[src/rtl/handshake_fsm_mc_pkg.sv]
// Shared types and constants for the multi-channel four-phase handshake responder.
package hs_pkg;

  localparam int HS_CNT_W = 8;

  typedef enum logic [1:0] {
    IDLE  = 2'b00,
    DELAY = 2'b01,
    ACK   = 2'b10,
    ERR   = 2'b11
  } hs_state_t;

  // Number of set bits in an up-to-8-bit vector (channel count is capped at 8).
  function automatic logic [3:0] hs_popcount8(input logic [7:0] v);
    logic [3:0] n;
    n = '0;
    for (int unsigned i = 0; i < 8; i++) begin
      n = n + 4'(v[i]);
    end
    return n;
  endfunction

endpackage

[src/rtl/handshake_fsm_mc_if.sv]
// Bundles the per-channel req/ack/err lines and the shared status of the responder.
interface handshake_fsm_mc_if #(
  parameter int unsigned NUM_CH = 4,
  parameter int unsigned CNT_W  = 8
);

  logic [NUM_CH-1:0] req;
  logic [NUM_CH-1:0] ack;
  logic [NUM_CH-1:0] err;
  logic              err_clr;
  logic              busy;
  logic [CNT_W-1:0]  txn_cnt;

  modport master (
    output req,
    output err_clr,
    input  ack,
    input  err,
    input  busy,
    input  txn_cnt
  );

  modport slave (
    input  req,
    input  err_clr,
    output ack,
    output err,
    output busy,
    output txn_cnt
  );

endinterface

[src/rtl/handshake_fsm_mc_chan.sv]
// One handshake channel: optional req synchroniser, IDLE/DELAY/ACK/ERR FSM and cycle counter.
module hs_chan
  import hs_pkg::*;
#(
  parameter int unsigned ACK_DELAY = 2,
  parameter int unsigned TIMEOUT   = 16,
  parameter bit          SYNC_EN   = 1'b1
) (
  input  logic clk,
  input  logic rst_n,
  input  logic req,
  output logic ack,
  output logic done_pulse,
  output logic err_set,
  output logic active
);

  localparam logic [HS_CNT_W-1:0] DLY_LAST =
    HS_CNT_W'((ACK_DELAY == 0) ? 0 : ACK_DELAY - 1);
  localparam logic [HS_CNT_W-1:0] TO_LAST =
    HS_CNT_W'((TIMEOUT == 0) ? 0 : TIMEOUT - 1);
  localparam bit TO_EN = (TIMEOUT != 0);

  logic                req_s;
  hs_state_t           state;
  logic [HS_CNT_W-1:0] cnt;

  if (SYNC_EN) begin : g_sync
    logic [1:0] sync_q;
    always_ff @(posedge clk or negedge rst_n) begin
      if (!rst_n) begin
        sync_q <= '0;
      end else begin
        sync_q <= {sync_q[0], req};
      end
    end
    assign req_s = sync_q[1];
  end else begin : g_direct
    assign req_s = req;
  end

  // ack, done_pulse and err_set all lag the state by one edge, so the top-level
  // counter and sticky error update on the same edge that ack falls.
  always_ff @(posedge clk or negedge rst_n) begin
    if (!rst_n) begin
      state      <= IDLE;
      cnt        <= '0;
      ack        <= 1'b0;
      done_pulse <= 1'b0;
      err_set    <= 1'b0;
    end else begin
      ack        <= (state == ACK);
      done_pulse <= 1'b0;
      err_set    <= 1'b0;
      case (state)
        IDLE: begin
          if (req_s) begin
            cnt <= '0;
            if (ACK_DELAY == 0) begin
              state <= ACK;
            end else begin
              state <= DELAY;
            end
          end
        end
        DELAY: begin
          if (!req_s) begin
            state <= IDLE;
            cnt   <= '0;
          end else if (cnt == DLY_LAST) begin
            state <= ACK;
            cnt   <= '0;
          end else begin
            cnt <= cnt + HS_CNT_W'(1);
          end
        end
        ACK: begin
          if (!req_s) begin
            state      <= IDLE;
            cnt        <= '0;
            done_pulse <= 1'b1;
          end else if (TO_EN && (cnt == TO_LAST)) begin
            state   <= ERR;
            err_set <= 1'b1;
          end else begin
            cnt <= cnt + HS_CNT_W'(1);
          end
        end
        ERR: begin
          if (!req_s) begin
            state <= IDLE;
            cnt   <= '0;
          end
        end
        default: begin
          state <= IDLE;
          cnt   <= '0;
        end
      endcase
    end
  end

  assign active = (state != IDLE);

endmodule

[src/rtl/handshake_fsm_mc.sv]
// Multi-channel four-phase req/ack responder: NUM_CH independent channels plus
// shared sticky error flags, completed-transaction counter and busy indication.
module handshake_fsm_mc
  import hs_pkg::*;
#(
  parameter int unsigned NUM_CH    = 4,
  parameter int unsigned ACK_DELAY = 2,
  parameter int unsigned TIMEOUT   = 16,
  parameter bit          SYNC_EN   = 1'b1,
  parameter int unsigned CNT_W     = 8
) (
  input  logic              clk,
  input  logic              rst_n,
  handshake_fsm_mc_if.slave bus
);

  logic [NUM_CH-1:0] ack_w;
  logic [NUM_CH-1:0] done_w;
  logic [NUM_CH-1:0] err_set_w;
  logic [NUM_CH-1:0] active_w;
  logic [NUM_CH-1:0] err_q;
  logic [CNT_W-1:0]  txn_q;

  for (genvar i = 0; i < NUM_CH; i++) begin : g_chan
    hs_chan #(
      .ACK_DELAY (ACK_DELAY),
      .TIMEOUT   (TIMEOUT),
      .SYNC_EN   (SYNC_EN)
    ) u_chan (
      .clk        (clk),
      .rst_n      (rst_n),
      .req        (bus.req[i]),
      .ack        (ack_w[i]),
      .done_pulse (done_w[i]),
      .err_set    (err_set_w[i]),
      .active     (active_w[i])
    );
  end

  // A channel timing out on the same edge as err_clr keeps its bit set.
  always_ff @(posedge clk or negedge rst_n) begin
    if (!rst_n) begin
      err_q <= '0;
    end else begin
      err_q <= (bus.err_clr ? '0 : err_q) | err_set_w;
    end
  end

  always_ff @(posedge clk or negedge rst_n) begin
    if (!rst_n) begin
      txn_q <= '0;
    end else begin
      txn_q <= txn_q + CNT_W'(hs_popcount8(8'(done_w)));
    end
  end

  assign bus.ack     = ack_w;
  assign bus.err     = err_q;
  assign bus.busy    = |active_w;
  assign bus.txn_cnt = txn_q;

endmodule
[src/flat_wrapper.sv]
// flat-port wrapper written by rule: the top's interface ports become plain ports
module handshake_fsm_mc_flat import hs_pkg::*;
#(
  parameter int unsigned NUM_CH    = 4,
  parameter int unsigned ACK_DELAY = 2,
  parameter int unsigned TIMEOUT   = 16,
  parameter bit          SYNC_EN   = 1'b1,
  parameter int unsigned CNT_W     = 8
)
  (clk, rst_n, bus_req, bus_err_clr, bus_ack, bus_err, bus_busy, bus_txn_cnt);
  handshake_fsm_mc_if #(.NUM_CH(NUM_CH), .CNT_W(CNT_W)) bus_i ();
  input  logic clk;
  input  logic rst_n;
  input wire logic [$bits(bus_i.req)-1:0] bus_req;
  input wire logic [$bits(bus_i.err_clr)-1:0] bus_err_clr;
  output wire logic [$bits(bus_i.ack)-1:0] bus_ack;
  output wire logic [$bits(bus_i.err)-1:0] bus_err;
  output wire logic [$bits(bus_i.busy)-1:0] bus_busy;
  output wire logic [$bits(bus_i.txn_cnt)-1:0] bus_txn_cnt;
  assign bus_i.req = bus_req;
  assign bus_i.err_clr = bus_err_clr;
  assign bus_ack = bus_i.ack;
  assign bus_err = bus_i.err;
  assign bus_busy = bus_i.busy;
  assign bus_txn_cnt = bus_i.txn_cnt;
  handshake_fsm_mc #(.NUM_CH(NUM_CH), .ACK_DELAY(ACK_DELAY), .TIMEOUT(TIMEOUT), .SYNC_EN(SYNC_EN), .CNT_W(CNT_W)) u_core (.clk(clk), .rst_n(rst_n), .bus(bus_i));
endmodule
[config.mk]
export PLATFORM = sky130hd
export DESIGN_NAME = handshake_fsm_mc_flat
export DESIGN_NICKNAME = d
export VERILOG_FILES = /design/src/rtl/handshake_fsm_mc_pkg.sv /design/src/rtl/handshake_fsm_mc_if.sv /design/src/rtl/handshake_fsm_mc_chan.sv /design/src/rtl/handshake_fsm_mc.sv /design/src/flat_wrapper.sv
export SDC_FILE = /design/constraint.sdc
export NUM_CORES = 1
export LEC_CHECK = 0
export CAP_MARGIN = 25
export CORE_UTILIZATION = 52
export CTS_CLUSTER_SIZE = 12
export DETAILED_ROUTE_END_ITERATION = 8
export MAX_ROUTING_LAYER = met4
export PLACE_DENSITY = 0.68
export SLEW_MARGIN = 20
export SYNTH_ARGS = -nofsm -noshare
export SYNTH_HDL_FRONTEND = slang
export SYNTH_SLANG_ARGS = --single-unit
[constraint.sdc]
create_clock -name clk -period 3 [get_ports clk]
set_input_delay 0.3 -clock clk [delete_from_list [all_inputs] [get_ports clk]]
set_output_delay 0.3 -clock clk [all_outputs]
set_load 0.03 [all_outputs]
---- Word-level counts from Yosys, hierarchy flattened ----
Cells that the tools add are included.
storage, ports and cells
  flip-flop bits (word level) ............. 72
  bits of input ports ..................... 7
  output and inout port bits .............. 17
  logic and storage cells ................. 169
cells by class
  $add $sub $neg .......................... 8
  eq/ne operators ......................... 40
  mux-type cells .......................... 77
  bitwise operators ....................... 1
  reductions and logical operators ........ 17
operators by type and width
  kind                   count
  $mux W8                24
  $pmux W8 S4            4
  $mux W2                24
  $add A8 B1 Y8 const B  4
  $eq A8 B1 Y1 const B   4
  $eq A8 B4 Y1 const B   4
  $pmux W2 S4            4
  $ne A3 B3 Y1 const B   8
  $mux W1                20
  $eq A2 B2 Y1 const B   8
  $ne A2 B2 Y1 const B   8
  $reduce_and A4 Y1      4
  $ne A3 B2 Y1 const B   4
  $reduce_and A3 Y1      4
  $add A4 B1 Y4          2
  $add A8 B4 Y8          1
  $eq A2 B1 Y1 const B   4
  $logic_not A2 Y1       4
  $reduce_bool A2 Y1     4
  $mux W4                1
  $or A4 B4 Y4           1
  $reduce_or A4 Y1       1
  $add A1 B1 Y2          1

---- Logic depth before layout (Yosys ltp) ----
  depth after elaboration ................. 4
  gate-level depth with buffers ........... 10
  gate-level depth less buffers ........... 10

---- By module ----
A second synthesis with hierarchy kept.
second synthesis, totals
  cells, all modules ...................... 380
  area, all modules ....................... 4,080.2 sq um
modules (own cells, without submodules)
  module                                  instances  cells an instance  area each (sq um)  sequential area each (sq um)
  hs_chan at u_core.g_chan[1].u_chan ...  2          83                 893.4              375.4
  hs_chan at u_core.g_chan[3].u_chan      1          86                 889.6              375.4
  hs_chan at u_core.g_chan[0].u_chan      1          88                 873.3              375.4
  handshake_fsm_mc                        1          40                 530.5              300.3

---- Least setup slack after synthesis ----
OpenSTA, ideal clock, no wires.
  path type ............................... register to register
  from .................................... register u_core.g_chan[1].u_chan.done_pulse
  to ...................................... register u_core.txn_q[7], in the netlist u_core.bus.txn_cnt[7]
  setup time .............................. 135 ps
  arrival ................................. 2,159 ps
  required time ........................... 2,865 ps
  slack ................................... 707 ps
  cell stages (with the launch flop) ...... 11
  path buffers ............................ 0
  clock period less this slack ............ 2,293 ps
  path through ............................ dfrtp_1 -> ha_1 -> inv_1 -> fa_1 -> inv_1 -> ha_1 -> ha_1 -> a21o_1 -> a21oi_1 -> nor3_1 -> xor2_1
on the way
  cells in the longest elaborated chain, start to end .. 4
RTL lines
  item                         RTL line                     RTL
  start: declaration           handshake_fsm_mc_chan.sv:13  output logic done_pulse,
  start signal: assignment     handshake_fsm_mc_chan.sv:49  done_pulse <= 1'b0;
  start signal: assignment     handshake_fsm_mc_chan.sv:53  done_pulse <= 1'b0;
  start signal: assignment     handshake_fsm_mc_chan.sv:81  done_pulse <= 1'b1;
  $add A1 B1 Y2                handshake_fsm_mc_pkg.sv:18   n = n + 4'(v[i]);
  $add A4 B1 Y4 (2 in series)  handshake_fsm_mc_pkg.sv:18
  $add A8 B4 Y8                handshake_fsm_mc.sv:53       txn_q <= txn_q + CNT_W'(hs_popcount8(8'(done_w)));
  end signal: assignment       handshake_fsm_mc.sv:53
  end: declaration             handshake_fsm_mc.sv:22       logic [CNT_W-1:0] txn_q;
No other way between the ends.
A chain may end at the register's enable or synchronous reset.

---- Worst setup path after layout ----
Ends and elaborated chain as after synthesis.

==> impl_metrics.yaml <==
clock_network:
  clk_transition_reported_paths_ps: 70
  cts.path.max_buffers: 2
  cts_resized: 0
  numCtsBuffers: 9
  clock_latency_ps: 350
  cts-root-buf: "clkbuf_8"
  clock-sinks: 72
  post_cts_buffers: 0
  h-tree-depth: 3
  cts_hold_buf: 0
  tritoncts: "built"
synthesis:
  synthFlopType: "dfrtp_1"
  synth_edf_count: 0
  synth_seq_cells: 72
  synth_cells: 383
  synth_area_mm2: 0.00402
  synth_nets: 425
  yosysSeqAreaShare: 0.449
  avgSynthCellArea_um2: 10.5
  synth_cell_type_count: 60
  async_flop_share: 1.00
  yosysTopAreaCellShare: 0.449
  yosysTopAreaCell: "dfrtp_1"
  synth_area_leaders: "dfrtp_1, ha_1, inv_1"
  synth_warnings: 0
die:
  fp.dieW_um: 89.9
  die_h_um: 89.9
  io_pins: 24
  die-area_mm2: 0.00808
  rows: 31
  start_util: 0.545
  coreArea_mm2: 0.00737
placed_design:
  dp_cells: 493
  dpl.hpwl_um: 5280
  routabilityCongestion: 0.849
  port_buffers: 23
sta:
  period_share: 0.828
  finClkSkew_ps: 12.3
  min_period_ps: 2480
  fmax_mhz: 403
  tns_ps: 0
  setup_viol: 0
  grt_setup_unrepaired: "false"
  relSlewSlack: 0.418
  slew_viol_final: 0
  hold_viol_final: 0
  tightest_slew_ps: 873
critical_path:
  end_kind: "flip-flop"
  worstPathArrival_ps: 2690
  path_class: "reg2reg"
  timing.rr.start: "u_core.g_chan[1].u_chan.done_pulse"
  crit_path_top_delay_cell: "dfrtp_1"
  cpPeakStageDelay_ps: 370
  r2r_setup_slack_ps: 520
  critPathRequiredTime_ps: 3210
  crit_top_cell: "ha_1"
  crit_fanout: 3
  reg2reg_to: "u_core.bus.txn_cnt[7]"
  critPathLaunchType: "flip-flop"
  cp_cell_sequence: "ha_1, inv_1, fa_1, inv_1, ha_1, ha_1, a21o_1, a21oi_1, nor3_1, xor2_1"
  ff2ff_path_depth: 10
grt:
  grt_max_degree: 73
  grt_antenna_before_repair: 0
  grt_pass1_wl_um: 13300
  track_usage: 0.208
  grt_overflow: 0
  grt_pass1_vias: 2904
layout:
  nNetsFinal: 447
  mostFrequentLayoutCells: "dfrtp_1, ha_1, inv_1"
  stdcell_count: 506
  area_growth_pct: 11.2
  antenna_cells: 0
  drive_gt1_frac: 0.0639
  fillers: 633
  final_common_cell: "dfrtp_1"
power:
  switching_share: 0.378
  cellPowerDensity_mw_per_mm2: 708
  ir_worst_vdd_mv: 0.395
  pwr-share-clk: 0.210
  seqPwrFrac: 0.388
  pwr-share-comb: 0.402
  power.total_w: 0.00316
  p_leak_nw: 2.18
  p_int_w: 0.00197
  p_switching_w: 0.00120
route:
  drc_errors: 0
  vias: 2993
  wire_per_inst_um: 14.7
  viasPerCell: 5.92
  drtAntennaViolNets: 0
  dr.pass1.iters: 4
  drt_wl_total_um: 7440
  drtIter0Drc: 121
flow_run:
  max-cap-violations: 0
status:
  outcome: "finished clean"
worst_hold_path:
  hp-class: "in2async"
layout make-up:
cell class	instances	area (µm²)	share of cell area
repair buffers	23	228	0.0510
flip-flops and latches	72	1800	0.403
clock buffers	12	155	0.0347
well taps	99	124	0.0277
multi-input cells	270	2040	0.458
inverters	29	109	0.0244
clock inverters	1	5.00	0.00112
power groups by stage:
stage / sequential, W / combinational [W] / clock [W]
2_1_floorplan: 0.00128 / 0.000901 / 0
3_3_place_gp: 0.00124 / 0.00124 / 0
3_5_place_dp: 0.00125 / 0.00127 / 0
4_1_cts: 0.00123 / 0.00128 / 0.000692
5_1_grt: 0.00125 / 0.00143 / 0.000725
6_report: 0.00123 / 0.00127 / 0.000664
metrics by stage:
stage                     setup slack (ps)  hold WS (ps)  utilization  instance area, µm²
after global routing                   400           154        0.606                4470
after global placement                 621           331        0.584                4310
after CTS                              494           111        0.606                4470
final                                  516          52.8        0.606                4470
after floorplan                        707          4.41            -                4020
after detailed placement               526           335        0.584                4310
cell usage after synthesis, types with 3 or more instances:
| library cell | instances |
|---|---|
| a211o_1 | 6 |
| a211oi_1 | 3 |
| a21o_1 | 13 |
| a21oi_1 | 10 |
| a22o_1 | 6 |
| a31oi_1 | 3 |
| and2_1 | 3 |
| and3_1 | 15 |
| and4_1 | 4 |
| buf_4 | 4 |
| clkbuf_1 | 7 |
| dfrtp_1 | 72 |
| ha_1 | 33 |
| inv_1 | 29 |
| mux2_2 | 4 |
| mux2i_1 | 5 |
| nand2_1 | 17 |
| nand3_1 | 20 |
| nor2_1 | 12 |
| nor2b_1 | 10 |
| nor3_1 | 11 |
| nor4_1 | 10 |
| nor4b_1 | 6 |
| o211ai_1 | 5 |
| o21ai_0 | 8 |
| o22ai_1 | 6 |
| o31ai_1 | 8 |
| or3_1 | 3 |
| or4_1 | 3 |
| xnor2_1 | 4 |
worst max path at each step:
stage | to | from | depth (start not counted)
2_1_floorplan | u_core.bus.txn_cnt[7] | u_core.g_chan[1].u_chan.done_pulse | 10
3_3_place_gp | u_core.bus.txn_cnt[7] | u_core.g_chan[1].u_chan.done_pulse | 10
3_5_place_dp | u_core.bus.txn_cnt[7] | u_core.g_chan[1].u_chan.done_pulse | 10
4_1_cts | u_core.bus.txn_cnt[7] | u_core.g_chan[1].u_chan.done_pulse | 10
5_1_grt | u_core.bus.txn_cnt[7] | u_core.g_chan[1].u_chan.done_pulse | 10
6_report | u_core.bus.txn_cnt[7] | u_core.g_chan[1].u_chan.done_pulse | 10
sequential cells by signal, indices dropped and copies added, names as in the netlist:
register                            count
u_core.bus.txn_cnt                      8
u_core.g_chan.u_chan.state              8
u_core.bus.err                          4
u_core.g_chan.u_chan.g_sync.sync_q      8
u_core.g_chan.u_chan.cnt               32
u_core.g_chan.u_chan.done_pulse         4
u_core.g_chan.u_chan.err_set            4
u_core.g_chan.u_chan.ack                4
worst max-delay path, delay by kind of cell, from the launching register on:
kind | cells | cell delay, ps
buffers and inverters | 2 | 120
xor gates and xnor gates | 1 | 150
adders and majority gates | 4 | 1140
AOI/OAI and AO/OA | 2 | 450
and+or+nand+nor | 1 | 120
DFF | 1 | 370
cells by family (layout without fill, tap and decap cells):
kind of cell | count (synthesis) | after routing | synth area share
and+or+nand+nor | 125 | 125 | 0.178
adders and majority gates | 35 | 35 | 0.113
AOI/OAI and AO/OA | 95 | 95 | 0.181
DFF | 72 | 72 | 0.449
muxes | 9 | 9 | 0.0237
buffers and inverters | 41 | 65 | 0.0424
xor gates and xnor gates | 6 | 6 | 0.0131
layer usage:
| layer | track usage | up-vias | routed length (µm) |
|---|---|---|---|
| li1 | - | 1465 | - |
| met1 | 0.277 | 1468 | 3570 |
| met2 | 0.310 | 49 | 3510 |
| met3 | 0.0372 | 11 | 227 |
| met4 | 0.0995 | 0 | 129 |
| met5 | - | - | 0 |
(Power assumes the default switching activity.)
